`config.mk`:
```
export PLATFORM = sky130hd
export DESIGN_NAME = hazard_control_unit
export DESIGN_NICKNAME = d
export VERILOG_FILES = /design/src/rtl/hazard_control_unit_pkg.sv /design/src/rtl/hazard_control_unit_sat_counter.sv /design/src/rtl/hazard_control_unit.sv
export SDC_FILE = /design/constraint.sdc
export NUM_CORES = 1
export LEC_CHECK = 0
export CAP_MARGIN = 20
export CORE_MARGIN = 3
export CORE_UTILIZATION = 30
export CTS_CLUSTER_DIAMETER = 40
export CTS_CLUSTER_SIZE = 14
export DETAILED_ROUTE_END_ITERATION = 10
export DONT_BUFFER_PORTS = 1
export PLACE_DENSITY = 0.42
export SLEW_MARGIN = 25
export SYNTH_ARGS = -nofsm -noshare
export SYNTH_HDL_FRONTEND = slang
export SYNTH_SLANG_ARGS = --single-unit
export TNS_END_PERCENT = 100
```
`constraint.sdc`:
```
create_clock -name clk -period 3.1 [get_ports clk]
set_clock_uncertainty 0.1 [all_clocks]
set_input_delay 0.62 -clock clk [delete_from_list [all_inputs] [get_ports clk]]
set_output_delay 0.62 -clock clk [all_outputs]
set_load 0.005 [all_outputs]
```
`src/rtl/hazard_control_unit_pkg.sv`:
```
// Shared definitions for the pipeline hazard/sequencing unit: forward-select
// encodings and the memory-wait FSM state type.
package hazard_control_unit_pkg;

  localparam logic [1:0] FWD_RF  = 2'b00;
  localparam logic [1:0] FWD_WB  = 2'b01;
  localparam logic [1:0] FWD_MEM = 2'b10;

  typedef enum logic {
    RUN      = 1'b0,
    MEM_WAIT = 1'b1
  } hcu_state_e;

endpackage

```
`src/rtl/hazard_control_unit_sat_counter.sv`:
```
// Saturating up-counter: counts cycles with inc high and holds at all-ones.
module sat_counter #(
  parameter int CNT_W = 32
) (
  input  logic             clk,
  input  logic             rst_n,
  input  logic             inc,
  output logic [CNT_W-1:0] count
);

  always_ff @(posedge clk) begin
    if (!rst_n) begin
      count <= '0;
    end else if (inc && (count != {CNT_W{1'b1}})) begin
      count <= count + 1'b1;
    end
  end

endmodule

```
`src/rtl/hazard_control_unit.sv`:
```
// Hazard detection, forwarding selects, stall/flush generation and dmem-wait
// tracking for the 5-stage pipeline. Stall/flush/forward outputs are purely combinational.
module hazard_control_unit
  import hazard_control_unit_pkg::*;
#(
  parameter int REG_AW   = 5,
  parameter int CNT_W    = 32,
  parameter int MAX_WAIT = 16
) (
  input  logic              clk,
  input  logic              rst_n,
  input  logic [REG_AW-1:0] rsD,
  input  logic [REG_AW-1:0] rtD,
  input  logic [REG_AW-1:0] rsE,
  input  logic [REG_AW-1:0] rtE,
  input  logic [REG_AW-1:0] writeRegE,
  input  logic [REG_AW-1:0] writeRegM,
  input  logic [REG_AW-1:0] writeRegW,
  input  logic              regWriteE,
  input  logic              regWriteM,
  input  logic              regWriteW,
  input  logic              memToRegE,
  input  logic              memToRegM,
  input  logic              branchD,
  input  logic              pcSrcD,
  input  logic              memAccessM,
  input  logic              dmemReady,
  output logic [1:0]        forwardAE,
  output logic [1:0]        forwardBE,
  output logic              forwardAD,
  output logic              forwardBD,
  output logic              stallF,
  output logic              stallD,
  output logic              stallE,
  output logic              stallM,
  output logic              flushD,
  output logic              flushE,
  output logic              flushW,
  output logic              memTimeout,
  output logic [CNT_W-1:0]  stallCycles,
  output logic [CNT_W-1:0]  flushCount,
  output hcu_state_e        fsm_state
);

  localparam int WAIT_W = $clog2(MAX_WAIT + 1);
  localparam logic [WAIT_W-1:0] WAIT_MAX = WAIT_W'(MAX_WAIT);

  hcu_state_e        state;
  logic [WAIT_W-1:0] wait_cnt;
  logic              lw_stall;
  logic              br_stall;
  logic              mem_wait;

  // Register 0 is hardwired to zero, so a write to it never forwards or hazards.
  function automatic logic hits(input logic wr, input logic [REG_AW-1:0] dst,
                                input logic [REG_AW-1:0] src);
    return wr && (dst != '0) && (dst == src);
  endfunction

  always_comb begin
    forwardAE = FWD_RF;
    forwardBE = FWD_RF;
    if (hits(regWriteM, writeRegM, rsE))      forwardAE = FWD_MEM;
    else if (hits(regWriteW, writeRegW, rsE)) forwardAE = FWD_WB;
    if (hits(regWriteM, writeRegM, rtE))      forwardBE = FWD_MEM;
    else if (hits(regWriteW, writeRegW, rtE)) forwardBE = FWD_WB;
    forwardAD = hits(regWriteM, writeRegM, rsD);
    forwardBD = hits(regWriteM, writeRegM, rtD);
  end

  assign lw_stall = hits(memToRegE, writeRegE, rsD) || hits(memToRegE, writeRegE, rtD);
  assign br_stall = branchD &&
                    (hits(regWriteE, writeRegE, rsD) || hits(regWriteE, writeRegE, rtD) ||
                     hits(memToRegM, writeRegM, rsD) || hits(memToRegM, writeRegM, rtD));
  assign mem_wait = memAccessM && !dmemReady;

  // A dmem wait freezes everything; pending flushes are deferred until it clears.
  always_comb begin
    stallF = 1'b0;
    stallD = 1'b0;
    stallE = 1'b0;
    stallM = 1'b0;
    flushD = 1'b0;
    flushE = 1'b0;
    flushW = 1'b0;
    if (mem_wait) begin
      stallF = 1'b1;
      stallD = 1'b1;
      stallE = 1'b1;
      stallM = 1'b1;
      flushW = 1'b1;
    end else if (lw_stall || br_stall) begin
      stallF = 1'b1;
      stallD = 1'b1;
      flushE = 1'b1;
    end else if (pcSrcD) begin
      flushD = 1'b1;
    end
  end

  // The cycle that enters MEM_WAIT counts as the first wait cycle.
  always_ff @(posedge clk) begin
    if (!rst_n) begin
      state      <= RUN;
      wait_cnt   <= '0;
      memTimeout <= 1'b0;
    end else begin
      case (state)
        RUN: begin
          if (mem_wait) begin
            state    <= MEM_WAIT;
            wait_cnt <= WAIT_W'(1);
            if (WAIT_W'(1) == WAIT_MAX) memTimeout <= 1'b1;
          end
        end
        MEM_WAIT: begin
          if (!mem_wait) begin
            state    <= RUN;
            wait_cnt <= '0;
          end else if (wait_cnt != WAIT_MAX) begin
            wait_cnt <= wait_cnt + 1'b1;
            if ((wait_cnt + 1'b1) == WAIT_MAX) memTimeout <= 1'b1;
          end
        end
        default: state <= RUN;
      endcase
    end
  end

  assign fsm_state = state;

  sat_counter #(.CNT_W(CNT_W)) u_stall_cnt (
    .clk   (clk),
    .rst_n (rst_n),
    .inc   (stallF),
    .count (stallCycles)
  );

  sat_counter #(.CNT_W(CNT_W)) u_flush_cnt (
    .clk   (clk),
    .rst_n (rst_n),
    .inc   (flushD || flushE),
    .count (flushCount)
  );

endmodule

```
==> out/results.txt, run 1 <==
Element type at the critical path end = primary output
Pwr per Cell Area = 465 nW/um^2
P_leak = 1.47 nW
Critical Path RT = 2.38 ns
Mapped Cells = 545
EDFF count, synth = 0
Clk pin slew, worst setup/hold paths = 0.06 ns
Maximum clock rate = 0.368 GHz
Syn_nets = 596
Area fraction in compound gates after synthesis = 16.5%
DR iter-0 viols = 280
Die Width = 125 um
Post_cts resized = 0
Hold Buf Count CTS = 0
GPL Wtd Cong = 0.778
Hold Crit Depth = 1
Power, Total = 2.23 mW
Worst skew pair latency = 0.34 ns
CP peak stage delay = 0.51 ns
Residual DRC = 0
CTS Sinks = 71
Critical-path cell list = or4_1, nor2_1, a211oi_4, nor3_4, and2_1
Dpl cell area = 4470 um^2
Chip height = 125 um
GRT Total Usage = 15.7%
Synth Area in Adders = 1.47%
CTS buffer count = 9
Gr ovfl total = 0
Slew margin rel. = 41.3%
Post-Syn Area per Cell = 7.82 um^2
Post-CTS Setup Bufs = 0
H-tree depth = 3
Hold WC Path Type = input pin to flip-flop
Hold wc startpoint = rst_n
CTS root buffer = clkbuf_16
Clk buf depth = 2
Die area = 15700 um^2
WP data arrival = 2.00 ns
Max Slew Vio Count = 0
Vias per cell = 5.67
Worst-Margin Slew = 0.870 ns
CTS tree = yes
CP Max Fanout = 7
Largest net degree at the start of global routing = 33
Final Hold Vio Count = 0
Final period util = 87.6%
Worst-case vdd ir drop = 0.243 mV
Min-Delay Endpoint = u_stall_cnt.count[10]$_SDFFE_PN0P_
Post-synthesis mux area share = 3.52%
Rows = 42
Post-Syn Area = 4260 um^2
WL per Instance = 17.5 um
Synth area leader = dfxtp_1
Global-route wire length before repair = 20500 um
Vias in the first global route = 3930
Synth Area in XOR/XNOR = 8.43%
Setup TNS = 0 ns
Nets = 590
Sequential area share after synthesis = 33.4%
Post-synthesis simple-gate area fraction = 32.3%
Final-layout fill cell count = 1436
Area Growth Syn to Fin = 12.7%
R2r setup slk = 0.59 ns
Setup violations, final = 0
Crit Path Class = input pin to primary output
Largest cells by area after synthesis = dfxtp_1 33%, a21oi_1 6.1%, xor2_1 5.6%
Register bit total from synthesis = 71
Finished Layout Cells = 719
Drt total wl = 12600 um
Antenna diode count = 0
CP max-delay cell = or4_1
Drt first pass iters = 5
R2R Path End = u_stall_cnt.count[17]$_SDFFE_PN0P_
Fraction of layout cells with a size suffix above 1 = 6.81%
Via Count = 4078
Largest family of logic cells by synthesized area = simple AND/OR/NAND/NOR gates
RSZ-0062 raised after global routing = false
CP startpoint kind = input pin
Max_cap viols = 0
Antenna violations before repair = 0
Worst reg2reg path depth = 7
Final ANT Viol Nets = 0
Status = finished, final reports clean
Post-synth top area share = 33.4%
Initial Util = 31.4%
IO Pins = 125
Final Cell Area = 4800 um^2
Post-route minimum period = 2.72 ns
Reg2reg start = u_stall_cnt.count[27]$_SDFFE_PN0P_
Port bufs = 0
Async SR Flop Fraction = 0%
Finished Core Util = 35.4%
Syn. warnings = 0
Placed Cells = 704
Netlist cell types = 42
Post-DP HPWL = 9250 um
Top FF cell, synth = dfxtp_1
Area of the core = 13600 um^2
==> layout make-up <==
type	instances	area, um^2	area share, %
clock buffer	12	267	5.55
clock inverter	3	65.1	1.36
inverter	11	41.3	0.860
multi-input combinational	431	2660	55.4
sequential	71	1420	29.6
tap	176	220	4.59
timing repair buffer	15	125	2.61
==> worst max path at each step <==
stage / slack, ns / to / from
3_3_place_gp: 0.32 / u_flush_cnt.count[23]$_SDFFE_PN0P_ / rtD[1]
6_report: 0.38 / flushD / writeRegE[1]
4_1_cts: 0.37 / flushD / writeRegE[1]
3_5_place_dp: 0.27 / u_flush_cnt.count[23]$_SDFFE_PN0P_ / rtD[1]
5_1_grt: 0.20 / flushD / writeRegE[1]
2_1_floorplan: 0.24 / stallF / writeRegE[1]
==> cell usage after synthesis, types with 2 or more instances <==
cell type   n
inv_1       9
and3_1     13
clkbuf_1   20
xnor2_1    14
o21ai_0    32
buf_4       4
ha_1        5
nor2_1     23
nor4_1     17
buf_2       7
nand4_1    14
nor3_1      8
nand2b_1   15
o31ai_1    23
xor2_1     27
nand3b_1    4
nor3_2      3
and2_1      4
or4_1      25
or3_1      26
mux2i_1    15
dfxtp_1    71
and4_1      2
a21oi_1    52
nand3_1    43
nand2_1    53
==> per-stage QoR <==
step,hold slack (ns),setup slack (ns)
after floorplan,0.361,0.237
after global placement,0.401,0.322
after detailed placement,0.412,0.270
after CTS,0.294,0.366
after global routing,0.300,0.202
final,0.317,0.385
==> critical path, delay by kind of cell <==
kind            cells  cell delay (ns)
simple gates        4             1.25
compound gates      1             0.12
==> flip-flops by register name, summed over array words and instances, names as in the netlist <==
signal,flops
fsm_state,1
wait_cnt,5
u_flush_cnt.count,32
u_stall_cnt.count,32
memTimeout,1
==> layer usage <==
layer	share of wire, %	track usage (%)	up-vias
li1	-	-	2008
met5	0	0	-
met4	1.3	4.27	0
met2	47	25.9	130
met3	8.5	6.18	14
met1	43	19.2	1926
==> power breakdown <==
group	internal, mW	leakage, nW	total [mW]	switching [mW]
clock network	0.764	0.165	1.16	0.394
logic	0.0629	0.730	0.147	0.0840
registers	0.918	0.573	0.929	0.0101
==> logic make-up (layout without fill, tap and decap cells) <==
| family | count (synthesis) | after routing |
|---|---|---|
| mux | 15 | 15 |
| simple gates | 252 | 252 |
| compound gates | 118 | 118 |
| xor+xnor | 41 | 41 |
| flops | 71 | 71 |
| buf+inv | 43 | 41 |
| fa+ha+maj | 5 | 5 |
==> layout by cell type (no fill, tap or decap), types with 9 or more instances in the layout <==
| master | instances |
|---|---|
| buf_4 | 14 |
| clkbuf_16 | 9 |
| o31ai_1 | 23 |
| nand4_1 | 14 |
| nor4_1 | 17 |
| a21oi_1 | 52 |
| dfxtp_1 | 71 |
| mux2i_1 | 15 |
| xnor2_1 | 14 |
| nor2_1 | 23 |
| xor2_1 | 27 |
| inv_1 | 9 |
| nand2_1 | 53 |
| nand3_1 | 43 |
| nand2b_1 | 15 |
| o21ai_0 | 32 |
| or3_1 | 26 |
| or4_1 | 25 |
| and3_1 | 13 |
(Power assumes the default switching activity.)
==> inputs of run 2 (changes only) <==
--- a/config.mk
+++ b/config.mk
@@ -13,4 +13,5 @@
 export DETAILED_ROUTE_END_ITERATION = 10
 export DONT_BUFFER_PORTS = 1
+export HOLD_SLACK_MARGIN = 0.08
 export PLACE_DENSITY = 0.42
 export SLEW_MARGIN = 25
==> constraint.sdc (replaced) <==
create_clock -name clk -period 3.1 [get_ports clk]
set_clock_uncertainty 0.1 [all_clocks]
set_input_delay 0.31 -clock clk [delete_from_list [all_inputs] [get_ports clk]]
set_output_delay 0.31 -clock clk [all_outputs]
set_load 0.005 [all_outputs]
==> run 2 against run 1 <==
Non-clock buffer count fell by 2. Combinational power barely moved. Global-route usage fell by 0.11 points. Via count fell by 2.3%. Critical endpoint is now u_stall_cnt.count[19]$_SDFFE_PN0P_. Largest power group unchanged. Highest routed layer unchanged.
==> out/results.txt, run 2 (synthesis results as in run 1) <==
Status = finished, final reports clean
GRT Total Usage = 15.6%
Largest net degree at the start of global routing = 56
Hold WC Path Type = input pin to flip-flop
Area Growth Syn to Fin = 11.6%
WP data arrival = 2.55 ns
Element type at the critical path end = flip-flop
Clk buf depth = 2
Hold Buf Count CTS = 1
Post-route minimum period = 2.47 ns
Setup TNS = 0 ns
Final-layout fill cell count = 1439
Worst-Margin Slew = 0.651 ns
Power, Total = 2.12 mW
Port bufs = 0
Final ANT Viol Nets = 0
Chip height = 125 um
Drt first pass iters = 4
Post_cts resized = 0
CP Max Fanout = 10
Worst skew pair latency = 0.34 ns
Worst-case vdd ir drop = 0.264 mV
CTS buffer count = 9
Die area = 15700 um^2
H-tree depth = 3
RSZ-0062 raised after global routing = false
Residual DRC = 0
Pwr per Cell Area = 447 nW/um^2
CP startpoint kind = flip-flop
Maximum clock rate = 0.406 GHz
Crit Path Class = flip-flop to flip-flop
Final Hold Vio Count = 0
Commonest non-fill, non-tap cell in the layout = dfxtp_1
Fraction of layout cells with a size suffix above 1 = 6.64%
CTS Sinks = 71
Slew margin rel. = 56.6%
Antenna diode count = 0
Area of the core = 13600 um^2
Post-DP HPWL = 9160 um
FF+latch area = 1420 um^2
WL per Instance = 17.5 um
Max Slew Vio Count = 0
CTS root buffer = clkbuf_16
Clk pin slew, worst setup/hold paths = 0.06 ns
Nets = 588
Placed Cells = 701
P_leak = 1.44 nW
IO Pins = 125
Commonest non-fill, non-tap cells in the layout = 71 x dfxtp_1, 53 x nand2_1, 52 x a21oi_1, 43 x nand3_1, 32 x o21ai_0
Initial Util = 31.4%
Via Count = 3983
DR iter-0 viols = 268
Die Width = 125 um
Critical Path RT = 3.19 ns
Finished Layout Cells = 718
Antenna violations before repair = 0
Gr ovfl total = 0
Global-route wire length before repair = 20100 um
Largest regs = u_flush_cnt.count: 32 flops, u_stall_cnt.count: 32 flops, wait_cnt: 5 flops
Final period util = 79.5%
Setup violations, final = 0
Vias per cell = 5.55
Max_cap viols = 0
Drt total wl = 12500 um
Vias in the first global route = 3775
CTS tree = yes
Post-CTS Setup Bufs = 0
Footprint of the multi-input gates = 2660 um^2
Rows = 42
GPL Wtd Cong = 0.748
Finished Core Util = 35.1%
[run 2: worst paths after layout]
path	startpoint	end	slack (ns)	cells past startpoint
worst max-delay path	u_stall_cnt.count[0]$_SDFFE_PN0P_	u_stall_cnt.count[19]$_SDFFE_PN0P_	0.63	8
worst min-delay path	rst_n	u_stall_cnt.count[10]$_SDFFE_PN0P_	0.18	2
worst max register to register	u_stall_cnt.count[0]$_SDFFE_PN0P_	u_stall_cnt.count[19]$_SDFFE_PN0P_	0.63	8
worst min register to register	memTimeout$_SDFFE_PN0P_	memTimeout$_SDFFE_PN0P_	0.41	2
[run 2: critical path: stages (launching register included)]
cell and delay, ns:
dfxtp_1 0.43, ha_1 0.21, and2_1 0.29, nand3_1 0.11, nor4_1 0.35, nand2_1 0.31, nand2b_1 0.30, or4_1 0.15
a21oi_1 0.06
[run 2: cell type report]
type,count,area share (%)
clock inverter,6,1.26
timing repair buffer,13,2.32
tap,176,4.63
multi-input combinational,431,55.9
inverter,11,0.921
sequential,71,29.9
clock buffer,10,5.03
[run 2: routing by layer]
layer | share of wire [%] | global-route usage (%)
met1 | 43 | 19.2
met3 | 9.5 | 7.25
met5 | 0 | 0
met2 | 46 | 25.1
met4 | 1.1 | 3.64
[run 2: report_power, final]
group          switching (mW)  internal, mW
Sequential            0.00967         0.918
Combinational          0.0860        0.0582
Clock                   0.410         0.640
[run 2: through the flow]
stage	cell area (um^2)	hold WS [ns]	setup slack, ns
2_1_floorplan	4260	0.361	0.856
3_3_place_gp	4430	0.342	0.552
3_5_place_dp	4440	0.349	0.544
4_1_cts	4750	0.161	0.626
5_1_grt	4750	0.177	0.377
6_report	4750	0.181	0.634
==> inputs of run 3 (changes only) <==
PLACE_DENSITY = 0.43   (was 0.42)
clock period = 2.15 ns   (was 3.1 ns; I/O delays follow)
==> run 3 against run 2 <==
Hold slack got worse by 0.041 ns. Setup slack got worse by 0.58 ns. Sequential cell count did not move. Register-to-register slack got worse by 0.58 ns. Global-route usage rose by 1.9 points. Critical path type unchanged. Largest power group unchanged. Highest routed layer unchanged.
==> out/results.txt, run 3 (synthesis results as in run 1) <==
Worst reg2reg path depth = 10
CP peak stage delay = 0.46 ns
Rows = 42
Area Growth Syn to Fin = 34.6%
CP startpoint kind = flip-flop
GRT Total Usage = 17.5%
Post-route minimum period = 2.09 ns
IO Pins = 125
Global-route wire length before repair = 22500 um
P_leak = 2.05 nW
Port bufs = 0
Buf/Inv on CP = 3
Finished Layout Cells = 823
R2r setup slk = 0.06 ns
Final period util = 97.4%
Post-DP HPWL = 10000 um
Critical Path Source = u_flush_cnt.count[0]$_SDFFE_PN0P_
DR iter-0 viols = 254
Worst-case vdd ir drop = 0.337 mV
RSZ-0062 raised after global routing = true
Antenna diode count = 0
H-tree depth = 3
Nets = 693
Crit Path Class = flip-flop to flip-flop
Dpl cell area = 5140 um^2
Antenna violations before repair = 0
Sequential Power Share = 45.0%
Critical-path cell list = ha_2, nand2_2, nor3_4, nand4_1, buf_4, o21ai_4, buf_4, clkbuf_16, or4_1, a21oi_1
Final-layout fill cell count = 1395
Via Count = 4447
Area of the core = 13600 um^2
Drt first pass iters = 4
Die area = 15700 um^2
Initial Util = 31.4%
Fraction of layout cells with a size suffix above 1 = 25.7%
Internal power = 2.22 mW
Commonest non-fill, non-tap cells in the layout = 106 x buf_4, 64 x dfxtp_1, 51 x nand2_1, 50 x a21oi_1, 41 x nand3_1
R2R Path End = u_flush_cnt.count[4]$_SDFFE_PN0P_
Final ANT Viol Nets = 0
Max_cap viols = 0
Setup violations, final = 0
WHS = 0.140 ns
Commonest non-fill, non-tap cell in the layout = buf_4
Clk network pwr share = 45.6%
CTS Sinks = 71
Gr ovfl total = 0
CTS tree = yes
Switching power = 739 uW
Maximum clock rate = 0.478 GHz
WL per Instance = 17.1 um
Clk buf depth = 2
Chip height = 125 um
CP max-delay cell = or4_1
CP Max Fanout = 12
Setup TNS = 0 ns
Largest regs = u_flush_cnt.count: 32 flops, u_stall_cnt.count: 32 flops, wait_cnt: 5 flops
Die Width = 125 um
Reg2reg start = u_flush_cnt.count[0]$_SDFFE_PN0P_
Setup crit end = u_flush_cnt.count[4]$_SDFFE_PN0P_
Footprint of the multi-input gates = 2830 um^2
Family with the most delay on the worst path = simple AND/OR/NAND/NOR gates
Final Cell Area = 5730 um^2
Worst path depth = 10
Final Hold Vio Count = 0
GPL Wtd Cong = 0.777
Element type at the critical path end = flip-flop
Slew margin rel. = 59.3%
Residual DRC = 0
Max Slew Vio Count = 0
Vias per cell = 5.40
Largest net degree at the start of global routing = 32
Clk pin slew, worst setup/hold paths = 0.06 ns
Worst skew pair latency = 0.34 ns
Sw Share = 24.9%
Most used cell, CP = buf_4
CTS buffer count = 9
WP data arrival = 2.27 ns
Placed Cells = 791
Vias in the first global route = 4332
Critical Path RT = 2.32 ns
Status = finished, final reports clean
Hold WC Path Type = input pin to flip-flop
Pwr per Cell Area = 516 nW/um^2
CTS root buffer = clkbuf_16
FF+latch area = 1430 um^2
Worst-Margin Slew = 0.609 ns
Drt total wl = 14100 um
Comb pwr share = 9.4%
[run 3: metrics by stage]
step	total power, mW	util [%]	setup WS (ns)
2_1_floorplan	1.54	-	-0.00817
3_3_place_gp	1.59	37.9	-0.433
3_5_place_dp	1.60	37.9	-0.480
4_1_cts	3.00	40.7	0.00325
5_1_grt	3.10	42.3	-0.0713
6_report	2.96	42.3	0.0566
[run 3: final cells by class]
type,instances,area share (%)
well taps,176,3.84
repair buffers,117,16.6
clock buffers,12,4.12
clock inverters,4,0.393
multi-input cells,432,49.4
inverters,11,0.720
flip-flops and latches,71,24.9
[run 3: power groups by stage]
| stage | sequential (mW) | clock, mW | combinational (mW) |
|---|---|---|---|
| after floorplan | 1.36 | 0 | 0.178 |
| after global placement | 1.36 | 0 | 0.232 |
| after detailed placement | 1.36 | 0 | 0.239 |
| after CTS | 1.33 | 1.40 | 0.268 |
| after global routing | 1.33 | 1.46 | 0.310 |
| final | 1.33 | 1.35 | 0.279 |
[run 3: metal layers]
metal / vias to the layer above / GRT usage [%] / share of wire, %
met5: - / 0 / 0
met4: 0 / 6.06 / 1.8
met3: 23 / 5.88 / 6.7
met2: 127 / 28.7 / 47
met1: 2090 / 21.5 / 44
li1: 2207 / - / -
[run 3: repair_timing]
item,4_1_cts,5_1_grt
gates resized for setup,7,37
cloned,2,2
hold buffers,2,0
buffers inserted,6,5
hold endpoints to repair,16,0
pin swaps,4,14
endpoints found under the setup margin,24,52
[run 3: worst min-delay path by stage]
stage | depth (start not counted) | start | end
6_report | 2 | rst_n | fsm_state$_SDFF_PN0_
3_3_place_gp | 1 | rst_n | u_stall_cnt.count[10]$_SDFFE_PN0P_
4_1_cts | 3 | memAccessM | fsm_state$_SDFF_PN0_
3_5_place_dp | 1 | rst_n | u_stall_cnt.count[10]$_SDFFE_PN0P_
2_1_floorplan | 2 | rst_n | u_stall_cnt.count[25]$_SDFFE_PN0P_
5_1_grt | 2 | rst_n | fsm_state$_SDFF_PN0_
